## config.mk

```make
export PLATFORM = sky130hd
export DESIGN_NAME = sp_align_rx
export DESIGN_NICKNAME = d
export VERILOG_FILES = /design/src/rtl/sp_align_rx.sv
export SDC_FILE = /design/constraint.sdc
export NUM_CORES = 1
export LEC_CHECK = 0
export CELL_PAD_IN_SITES_DETAIL_PLACEMENT = 0
export CELL_PAD_IN_SITES_GLOBAL_PLACEMENT = 1
export CORE_MARGIN = 4
export CORE_UTILIZATION = 34
export DETAILED_ROUTE_END_ITERATION = 16
export HOLD_SLACK_MARGIN = 0.02
export PLACE_DENSITY = 0.71
export SYNTH_ARGS = -nofsm -noshare
export SYNTH_HDL_FRONTEND = slang
export SYNTH_SLANG_ARGS = --single-unit
```

## constraint.sdc

```tcl
create_clock -name clk_8f -period 2.1 [get_ports clk_8f]
set_clock_uncertainty 0.2 [all_clocks]
set_input_delay 0.21 -clock clk_8f [delete_from_list [all_inputs] [get_ports clk_8f]]
set_output_delay 0.21 -clock clk_8f [all_outputs]
set_load 0.02 [all_outputs]
```

## src/rtl/sp_align_rx.sv

```systemverilog
// rtl/sp_align_rx.sv - serial lane receiver: COM-based byte alignment, lock, parallel byte output
// Optional lock-loss timeout on long data runs is enabled by defining SP_TIMEOUT_EN.
module sp_align_rx #(
   parameter logic [7:0]  COM_SYMBOL     = 8'hBC,
   parameter int unsigned COM_LOCK_COUNT = 4
`ifdef SP_TIMEOUT_EN
   ,
   parameter int unsigned MAX_DATA_RUN   = 64
`endif
) (
   input  logic       clk_8f,
   input  logic       reset_L,
   input  logic       serial_in,
   output logic [7:0] data_out,
   output logic       valid_out,
   output logic       byte_strobe,
   output logic       active,
   output logic       lock_lost
);

   localparam logic [3:0] LP_LOCK = 4'(COM_LOCK_COUNT);

   typedef enum logic [1:0] {
      ST_SEARCH  = 2'd0,
      ST_LOCKING = 2'd1,
      ST_ALIGNED = 2'd2
   } state_t;

   state_t      r_state, w_state_nxt;
   logic [7:0]  r_shift;
   logic [2:0]  r_bit_cnt, w_bit_cnt_nxt;
   logic [3:0]  r_com_cnt, w_com_cnt_nxt, w_com_inc;
   logic [7:0]  r_data, w_data_nxt;
   logic        r_valid, w_valid_nxt;
   logic        r_strobe, w_strobe_nxt;
   logic        w_is_com, w_boundary;

`ifdef SP_TIMEOUT_EN
   localparam int RUN_W = $clog2(MAX_DATA_RUN + 1);
   localparam logic [RUN_W-1:0] LP_RUN_MAX = RUN_W'(MAX_DATA_RUN);
   logic [RUN_W-1:0] r_run_cnt, w_run_cnt_nxt, w_run_inc;
   logic             r_lock_lost, w_lock_lost_nxt;
   assign w_run_inc = r_run_cnt + 1'b1;
`endif

   assign w_is_com   = (r_shift == COM_SYMBOL);
   assign w_boundary = (r_bit_cnt == 3'd0);
   assign w_com_inc  = (r_com_cnt >= LP_LOCK) ? r_com_cnt : r_com_cnt + 4'd1;

   always_ff @(posedge clk_8f) begin
      if (!reset_L) begin
         r_state   <= ST_SEARCH;
         r_shift   <= 8'd0;
         r_bit_cnt <= 3'd0;
         r_com_cnt <= 4'd0;
         r_data    <= 8'd0;
         r_valid   <= 1'b0;
         r_strobe  <= 1'b0;
      end else begin
         r_state   <= w_state_nxt;
         r_shift   <= {r_shift[6:0], serial_in};
         r_bit_cnt <= w_bit_cnt_nxt;
         r_com_cnt <= w_com_cnt_nxt;
         r_data    <= w_data_nxt;
         r_valid   <= w_valid_nxt;
         r_strobe  <= w_strobe_nxt;
      end
   end

`ifdef SP_TIMEOUT_EN
   always_ff @(posedge clk_8f) begin
      if (!reset_L) begin
         r_run_cnt   <= '0;
         r_lock_lost <= 1'b0;
      end else begin
         r_run_cnt   <= w_run_cnt_nxt;
         r_lock_lost <= w_lock_lost_nxt;
      end
   end
`endif

   always_comb begin
      w_state_nxt   = r_state;
      w_bit_cnt_nxt = r_bit_cnt + 3'd1;
      w_com_cnt_nxt = r_com_cnt;
      w_data_nxt    = r_data;
      w_valid_nxt   = r_valid;
      w_strobe_nxt  = 1'b0;
`ifdef SP_TIMEOUT_EN
      w_run_cnt_nxt   = r_run_cnt;
      w_lock_lost_nxt = 1'b0;
`endif
      case (r_state)
         ST_SEARCH: begin
            // Bit-sliding search: a match fixes the byte phase, next check 8 bits later
            w_bit_cnt_nxt = 3'd0;
            if (w_is_com) begin
               w_bit_cnt_nxt = 3'd1;
               w_com_cnt_nxt = 4'd1;
               w_state_nxt   = (LP_LOCK == 4'd1) ? ST_ALIGNED : ST_LOCKING;
            end
         end
         ST_LOCKING: begin
            if (w_boundary) begin
               if (w_is_com) begin
                  w_com_cnt_nxt = w_com_inc;
                  if (w_com_inc >= LP_LOCK) w_state_nxt = ST_ALIGNED;
               end else begin
                  w_state_nxt   = ST_SEARCH;
                  w_com_cnt_nxt = 4'd0;
                  w_bit_cnt_nxt = 3'd0;
               end
            end
         end
         ST_ALIGNED: begin
            if (w_boundary) begin
               w_strobe_nxt = 1'b1;
               if (w_is_com) begin
                  w_valid_nxt   = 1'b0;
                  w_com_cnt_nxt = w_com_inc;
`ifdef SP_TIMEOUT_EN
                  w_run_cnt_nxt = '0;
`endif
               end else begin
                  w_data_nxt  = r_shift;
                  w_valid_nxt = 1'b1;
`ifdef SP_TIMEOUT_EN
                  // The byte that hits the limit is still delivered before lock drops
                  if (w_run_inc == LP_RUN_MAX) begin
                     w_state_nxt     = ST_SEARCH;
                     w_lock_lost_nxt = 1'b1;
                     w_com_cnt_nxt   = 4'd0;
                     w_run_cnt_nxt   = '0;
                     w_bit_cnt_nxt   = 3'd0;
                  end else begin
                     w_run_cnt_nxt = w_run_inc;
                  end
`endif
               end
            end
         end
         default: begin
            w_state_nxt   = ST_SEARCH;
            w_bit_cnt_nxt = 3'd0;
            w_com_cnt_nxt = 4'd0;
         end
      endcase
   end

   assign data_out    = r_data;
   assign valid_out   = r_valid;
   assign byte_strobe = r_strobe;
   assign active      = (r_state == ST_ALIGNED);
`ifdef SP_TIMEOUT_EN
   assign lock_lost   = r_lock_lost;
`else
   assign lock_lost   = 1'b0;
`endif

endmodule

```

== Yosys cells after proc, flatten, opt, wreduce, memory -nomap -nowiden ==
Index checks and enable logic that the tools add are counted.
Storage, ports and cells
  register bits: 27
  bits of input ports: 3
  output and inout bits: 12
  word-level logic and storage cells: 46
Operators by class
  add/subtract/negate cells: 2
  magnitude comparators: 2
  equality and inequality tests: 8
  muxes and demuxes: 18
  bitwise gates (word level): 2
  reductions and logical operators: 7
Operator list (count)
  $mux W4: 6
  $pmux W4 S3: 1
  $pmux W3 S3: 1
  $eq A8 B8 Y1 const B: 1
  $ge A4 B3 Y1 const B: 2
  $mux W2: 4
  $reduce_and A4 Y1: 2
  $mux W3: 2
  $pmux W2 S3: 1
  $add A4 B1 Y4 const B: 1
  $ne A2 B1 Y1 const B: 2
  $ne A2 B2 Y1 const B: 2
  $reduce_and A2 Y1: 2
  $add A3 B1 Y3 const B: 1
  $logic_not A3 Y1: 1
  $mux W1: 3
  $ne A3 B3 Y1 const B: 1
  $reduce_and A3 Y1: 1
  $eq A2 B1 Y1 const B: 1
  $eq A2 B2 Y1 const B: 1
  $logic_not A2 Y1: 1
  $not A1 Y1: 2

== Depth between registers and ports, before layout ==
Gate-level depths: netlist of run 1.
  word-level depth: 7
  mapped depth: 7

== Worst setup path after synthesis of run 1 ==
No wires, ideal clock.
  path type: register to register
  from: register r_bit_cnt[0]
  to: register r_data[0] (netlist: data_out[0])
  library setup time: 0.128 ns
  arrival time: 1.277 ns
  path slack: 0.495 ns
  cell stages (with the launch flop): 8
  period minus slack after synthesis: 1.605 ns
  cell sequence: dfxtp_1 inv_1 ha_1 nor2b_1 o211ai_1 buf_6 mux2i_1 nor2_1
On the way
  word-level cells in the longest chain between the ends: 2
RTL lines
  from (decl): line 31  | logic [2:0] r_bit_cnt, w_bit_cnt_nxt;
  from (signal assigned): line 62  | r_bit_cnt <= w_bit_cnt_nxt;
  $logic_not A3 Y1: line 47  | assign w_boundary = (r_bit_cnt == 3'd0);
  $reduce_and A3 Y1 (no source line)
  to (signal assigned): line 64  | r_data <= w_data_nxt;
  to (decl): line 33  | logic [7:0] r_data, w_data_nxt;
No other way between the ends.
A chain may end at the register's enable or synchronous reset.

== Worst setup path after layout of run 1 ==
  from: register r_state[0]
  to: output port active
On the way
  word-level cells in the longest chain between the ends: 1
RTL lines
  from (decl): line 29  | state_t r_state, w_state_nxt;
  from (signal assigned): line 60  | r_state <= w_state_nxt;
  $eq A2 B2 Y1: line 153  | assign active = (r_state == ST_ALIGNED);
  to (decl): line 17  | output logic active,
No other way between the ends.

==> impl_metrics.py, run 1 <==
metrics = {
    "logic_synthesis": {
        "seq_area_frac_synth_pct": 47.5,
        "async_flop_share_pct": 0,
        "synth-edff-count": 0,
        "synth_top_area_share_pct": 47.5,
        "yosysUniqueCellTypes": 38,
        "syn_inst": 112,
        "synth-seq-cells": 27,
        "syn_nets": 118,
        "ys.flop_type": "dfxtp_1",
        "synth.most_common_cell": "dfxtp_1",
        "syn_area_um2": 1140,
        "synth_warnings": 0,
        "avgSynthCellArea_um2": 10.2,
        "synth_area_leaders": "dfxtp_1 47%, mux2i_1 7.0%, and2_1 3.8%, nor2_1 3.6%, ha_1 3.3%",
        "synthTopCellsByCount": "27 x dfxtp_1, 11 x nor2_1, 8 x mux2i_1",
        "synth_largest_area_cell": "dfxtp_1",
    },
    "route": {
        "viasPerCell": 4.75,
        "ant_nets": 0,
        "drt-initial-drc-count": 34,
        "first_pass_iters": 4,
        "via_count": 807,
        "routed_wl_mm": 2.07,
        "wire_per_inst_um": 12.2,
        "drc_errors": 0,
    },
    "timing": {
        "slew_violations": 0,
        "setup_tns_ns": 0,
        "whs_ns": 0.229,
        "fin_crit_ns": 1.84,
        "period_share_pct": 87.6,
        "grt_setup_unrepaired": "false",
        "tightest_slew_ns": 0.605,
        "hold_viol": 0,
        "relSlewSlack_pct": 59.1,
        "setup_viol": 0,
        "timing.fmax_mhz": 544,
    },
    "global_route": {
        "grt_pass1_wl_mm": 3.58,
        "overflow": 0,
        "antenna_found_initial": 0,
        "grt_pass1_vias": 808,
        "grt_use_total_pct": 10.5,
        "grt_max_degree": 18,
    },
    "clocking": {
        "cts_root_buffer": "clkbuf_4",
        "cts_buffer_depth": 2,
        "clk_pin_slew_ns": 0.16,
        "h-tree-depth": 1,
        "tritoncts": "done",
        "cts_hold_buf": 0,
        "cts_made_buffers": 3,
        "cts_setup_buffers": 0,
        "clock_latency_ns": 0.33,
        "cts.sinks": 27,
    },
    "setup_path": {
        "critPathBufInv": 3,
        "r2r_cells": 7,
        "path_class": "reg -> out",
        "cp.required_ns": 1.69,
        "critPathLaunchType": "flip-flop",
        "reg2reg_to": "data_out[0]",
        "path_max_fanout": 7,
        "r2r_slack_ns": 0.30,
        "end_kind": "primary output",
        "path_cells": "inv_1, nand2_2, inv_2, dlygate4sd2_1",
        "critical_path.top_delay_family": "buffers and inverters",
        "crit_path_top_delay_cell": "dfxtp_1",
        "slowest_delay_ns": 0.45,
        "reg2reg_from": "r_bit_cnt[0]",
        "crit_arrival_ns": 1.43,
    },
    "place": {
        "place_area_um2": 1310,
        "port_buffers": 13,
        "dp_cells": 166,
        "hpwlAfterDp_mm": 1.50,
        "place_congestion": 0.776,
    },
    "floorplan": {
        "die_area_um2": 4340,
        "die_w_um": 65.9,
        "core_um2": 3130,
        "start_util_pct": 36.4,
        "rows": 20,
        "die_h_um": 65.9,
        "ios": 15,
    },
    "flow_run": {
        "max_cap_viol_count": 0,
    },
    "finish": {
        "diodes": 0,
        "syn2layout_area_growth_pct": 17.6,
        "final_util_pct": 42.8,
        "drive_above_1_share_pct": 13.5,
        "fin_area_um2": 1340,
        "fin_nets": 133,
        "finalNonFillerCells": 170,
    },
    "hold_path": {
        "whs_path_depth": 2,
        "min_from": "serial_in",
        "min_path_type": "in -> reg",
        "worst_hold_path.endpoint": "r_shift[0]",
    },
    "power_and_ir_drop": {
        "cellLeakagePower_nw": 0.581,
        "ir_worst_vdd_mv": 0.261,
        "p_per_area_nw_per_um2": 582,
    },
    "status": {
        "status": "finished, final reports clean",
    },
}
-- layer usage --
layer | GRT usage (%) | wire length (µm) | vias up
met2 | 15.4 | 948 | 15
met5 | 0 | 0 | -
li1 | - | - | 417
met3 | 2.72 | 74 | 2
met4 | 3.89 | 17 | 0
met1 | 14.5 | 1030 | 373
-- worst max path at each step --
stage	startpoint	to	slack, ns	cells after the start
after floorplan	r_bit_cnt[0]	data_out[0]	0.50	7
after global placement	r_state[1]	active	0.30	3
after detailed placement	r_bit_cnt[0]	data_out[0]	0.29	7
after CTS	r_state[0]	active	0.25	4
after global routing	r_bit_cnt[0]	data_out[6]	0.13	7
final	r_state[0]	active	0.26	4
-- power by group --
group / switching (mW) / internal (mW) / total, mW / leakage (nW)
sequential: 0.00268 / 0.516 / 0.518 / 0.218
clock: 0.164 / 0.0778 / 0.242 / 0.0183
combinational: 0.0112 / 0.00838 / 0.0196 / 0.344
total: 0.178 / 0.602 / 0.779 / 0.581
-- through the flow --
stage                     worst slack [ns]  power, mW
after CTS                            0.252      0.794
after detailed placement             0.286      0.549
after floorplan                      0.495      0.542
final                                0.261      0.779
after global routing                 0.126      0.814
after global placement               0.304      0.549
-- registers in the layout, summed over array words and instances, names as in the netlist --
name	flops
r_com_cnt	4
valid_out	1
r_state	2
r_shift	8
r_bit_cnt	3
data_out	8
byte_strobe	1
-- placed cells by master (no fill, tap or decap), types with 2 or more instances in the layout --
cell	count
o21a_1	2
ha_1	3
clkbuf_4	3
nor2b_1	2
nor3_1	5
o21ai_0	4
dfxtp_1	26
nor2_1	11
buf_4	2
nand4_1	2
a21oi_1	5
inv_1	6
xnor2_1	2
and2_1	7
a31o_2	2
clkdlybuf4s50_1	12
a211oi_1	2
mux2i_1	8
-- final cells by class --
cell class / instances / area [µm²]
repair buffers: 15 / 144
clock inverters: 1 / 8.76
multi-input cells: 73 / 541
clock buffers: 3 / 22.5
inverters: 7 / 26.3
flip-flops and latches: 27 / 542
well taps: 44 / 55.1
fillers: 320 / 1790
-- worst reg2reg max path, delay by kind of cell, from the launching register on --
kind	cells	cell delay, ns
AOI/OAI and AO/OA	1	0.14
buffers and inverters	2	0.28
adders and majority gates	1	0.15
and+or+nand+nor	2	0.41
DFF	1	0.36
muxes	1	0.16
-- logic make-up (layout without fill, tap and decap cells) --
family | Yosys count | count (layout) | share of synthesized area, %
xor+xnor | 2 | 2 | 1.54
simple gates | 36 | 36 | 20.7
flops | 27 | 27 | 47.5
other cells | 1 | 1 | 0.329
compound gates | 23 | 23 | 14.6
buf+inv | 12 | 26 | 5.05
mux | 8 | 8 | 7.03
fa+ha+maj | 3 | 3 | 3.30
-- repair_timing --
action                                  in CTS  in global routing
endpoints found under the setup margin       1                  0
resized for setup                            2                  0
endpoints found under the hold margin        0                  0
Power figures use the tool's default switching activity.
==> run 2, diff against run 1 <==
--- a/config.mk
+++ b/config.mk
@@ -11,7 +11,7 @@
 export CORE_UTILIZATION = 34
 export DETAILED_ROUTE_END_ITERATION = 16
 export HOLD_SLACK_MARGIN = 0.02
-export PLACE_DENSITY = 0.71
+export PLACE_DENSITY = 0.7
 export SYNTH_ARGS = -nofsm -noshare
 export SYNTH_HDL_FRONTEND = slang
 export SYNTH_SLANG_ARGS = --single-unit
==> run 2 against run 1 <==
  * Non-clock buffer count is the same
  * Sequential share of layout area is essentially flat
  * Setup slack gained 0.0084 ns
  * Largest cell class unchanged
  * Combinational power is essentially flat
  * Count of clock-buffer cells in the layout grew 1
  * Sequential cell count is the same
==> impl_metrics.py, run 2 (synthesis results as in run 1) <==
metrics = {
    "finish": {
        "diodes": 0,
        "multi_input_area_um2": 541,
        "final_cell_mix": "26 x dfxtp_1, 12 x clkdlybuf4s50_1, 11 x nor2_1, 8 x mux2i_1, 7 x and2_1",
        "fin_nets": 133,
        "nFillCells": 311,
        "regArea_um2": 542,
        "layout_commonest_cell": "dfxtp_1",
        "syn2layout_area_growth_pct": 17.5,
        "drive_above_1_share_pct": 12.7,
    },
    "hold_path": {
        "min_path_type": "in -> reg",
    },
    "global_route": {
        "grt_use_total_pct": 11.0,
        "grt_max_degree": 16,
        "antenna_found_initial": 0,
        "grt_pass1_vias": 778,
        "grt_pass1_wl_mm": 3.69,
        "overflow": 0,
    },
    "timing": {
        "slew_violations": 0,
        "setup_viol": 0,
        "timing.fmax_mhz": 546,
        "grt_setup_unrepaired": "false",
        "tightest_slew_ns": 0.583,
        "period_share_pct": 87.2,
        "hold_viol": 0,
        "setup_tns_ns": 0,
        "relSlewSlack_pct": 60.6,
        "fin_crit_ns": 1.83,
        "timing.final.ws_setup_ns": 0.269,
    },
    "setup_path": {
        "critPathBufInv": 2,
        "path_max_fanout": 9,
        "critical_path.top_delay_family": "simple AND/OR/NAND/NOR gates",
        "crit_path_top_delay_cell": "dfxtp_1",
        "path_cells": "inv_1, ha_1, nor2b_1, o211ai_1, buf_4, mux2i_1, nor2_1",
        "slowest_delay_ns": 0.37,
        "end_kind": "flip-flop",
        "path_class": "reg -> reg",
        "crit_arrival_ns": 1.83,
        "critPathLaunchType": "flip-flop",
        "cp.required_ns": 2.10,
    },
    "place": {
        "port_buffers": 13,
        "pre_cts_ws_ns": 0.319,
        "hpwlAfterDp_mm": 1.51,
        "place_congestion": 0.797,
    },
    "floorplan": {
        "die_h_um": 65.9,
        "rows": 20,
        "core_um2": 3130,
        "die_area_um2": 4340,
        "ios": 15,
        "die_w_um": 65.9,
        "start_util_pct": 36.4,
    },
    "clocking": {
        "cts_setup_buffers": 0,
        "h-tree-depth": 1,
        "tritoncts": "done",
        "cts_buffer_depth": 2,
        "cts.sinks": 27,
        "cts_made_buffers": 3,
        "clock_latency_ns": 0.32,
        "cts_root_buffer": "clkbuf_4",
        "clk_pin_slew_ns": 0.14,
        "cts_hold_buf": 0,
    },
    "route": {
        "wire_per_inst_um": 11.9,
        "viasPerCell": 4.69,
        "drc_errors": 0,
        "ant_nets": 0,
        "routed_wl_mm": 2.02,
        "first_pass_iters": 4,
        "via_count": 797,
        "drt-initial-drc-count": 35,
    },
    "power_and_ir_drop": {
        "ir_worst_vdd_mv": 0.319,
        "cellLeakagePower_nw": 0.592,
        "p_per_area_nw_per_um2": 564,
    },
    "status": {
        "status": "finished, final reports clean",
    },
    "flow_run": {
        "max_cap_viol_count": 0,
    },
}
[run 2: final cells by class]
type	instances	share of cell area [%]
sequential	27	40.5
timing repair buffer	15	11.0
tap	44	4.12
multi-input combinational	73	40.4
clock buffer	4	1.96
inverter	7	1.96
[run 2: layer usage]
metal	GRT usage (%)	wire length, µm	up-vias
met4	3.11	25	0
met1	14.8	994	365
li1	-	-	414
met5	0	0	-
met3	3.57	105	5
met2	16.6	895	13
[run 2: metrics by stage]
stage               utilization [%]  hold slack, ns  instances  instance area (µm²)  power, mW
CTS                            42.7           0.257        170                 1340      0.770
finish                         42.8           0.273        170                 1340      0.754
global placement               41.8           0.271        166                 1310      0.549
floorplan                         -           0.137        112                 1140      0.542
global route                   42.8           0.258        170                 1340      0.797
detailed placement             41.8           0.269        166                 1310      0.549
[run 2: worst paths after layout]
| path | from | endpoint | slack (ns) | depth (start not counted) |
|---|---|---|---|---|
| worst max-delay path | r_bit_cnt[0] | data_out[1] | 0.27 | 7 |
| worst max register to register | r_bit_cnt[0] | data_out[1] | 0.27 | 7 |
| worst min register to register | valid_out | valid_out | 0.29 | 2 |
| worst min-delay path | serial_in | r_shift[0] | 0.27 | 2 |
[run 2: repair_timing]
item	4_1_cts	5_1_grt
resized for setup	1	1
pin swaps	0	0
endpoints found under the setup margin	1	1
[run 2: power by group]
part / internal [mW] / leakage (nW) / total [mW] / switching [mW]
registers: 0.515 / 0.218 / 0.518 / 0.00259
logic: 0.00839 / 0.358 / 0.0195 / 0.0111
clock network: 0.0743 / 0.0150 / 0.217 / 0.142
==> run 3, diff against run 2 <==
--- a/config.mk
+++ b/config.mk
@@ -5,6 +5,7 @@
 export SDC_FILE = /design/constraint.sdc
 export NUM_CORES = 1
 export LEC_CHECK = 0
+export CAP_MARGIN = 25
 export CELL_PAD_IN_SITES_DETAIL_PLACEMENT = 0
 export CELL_PAD_IN_SITES_GLOBAL_PLACEMENT = 1
 export CORE_MARGIN = 4
==> results of run 3 <==
Same layout as run 2: the final DEF is identical, and so are final timing and power.
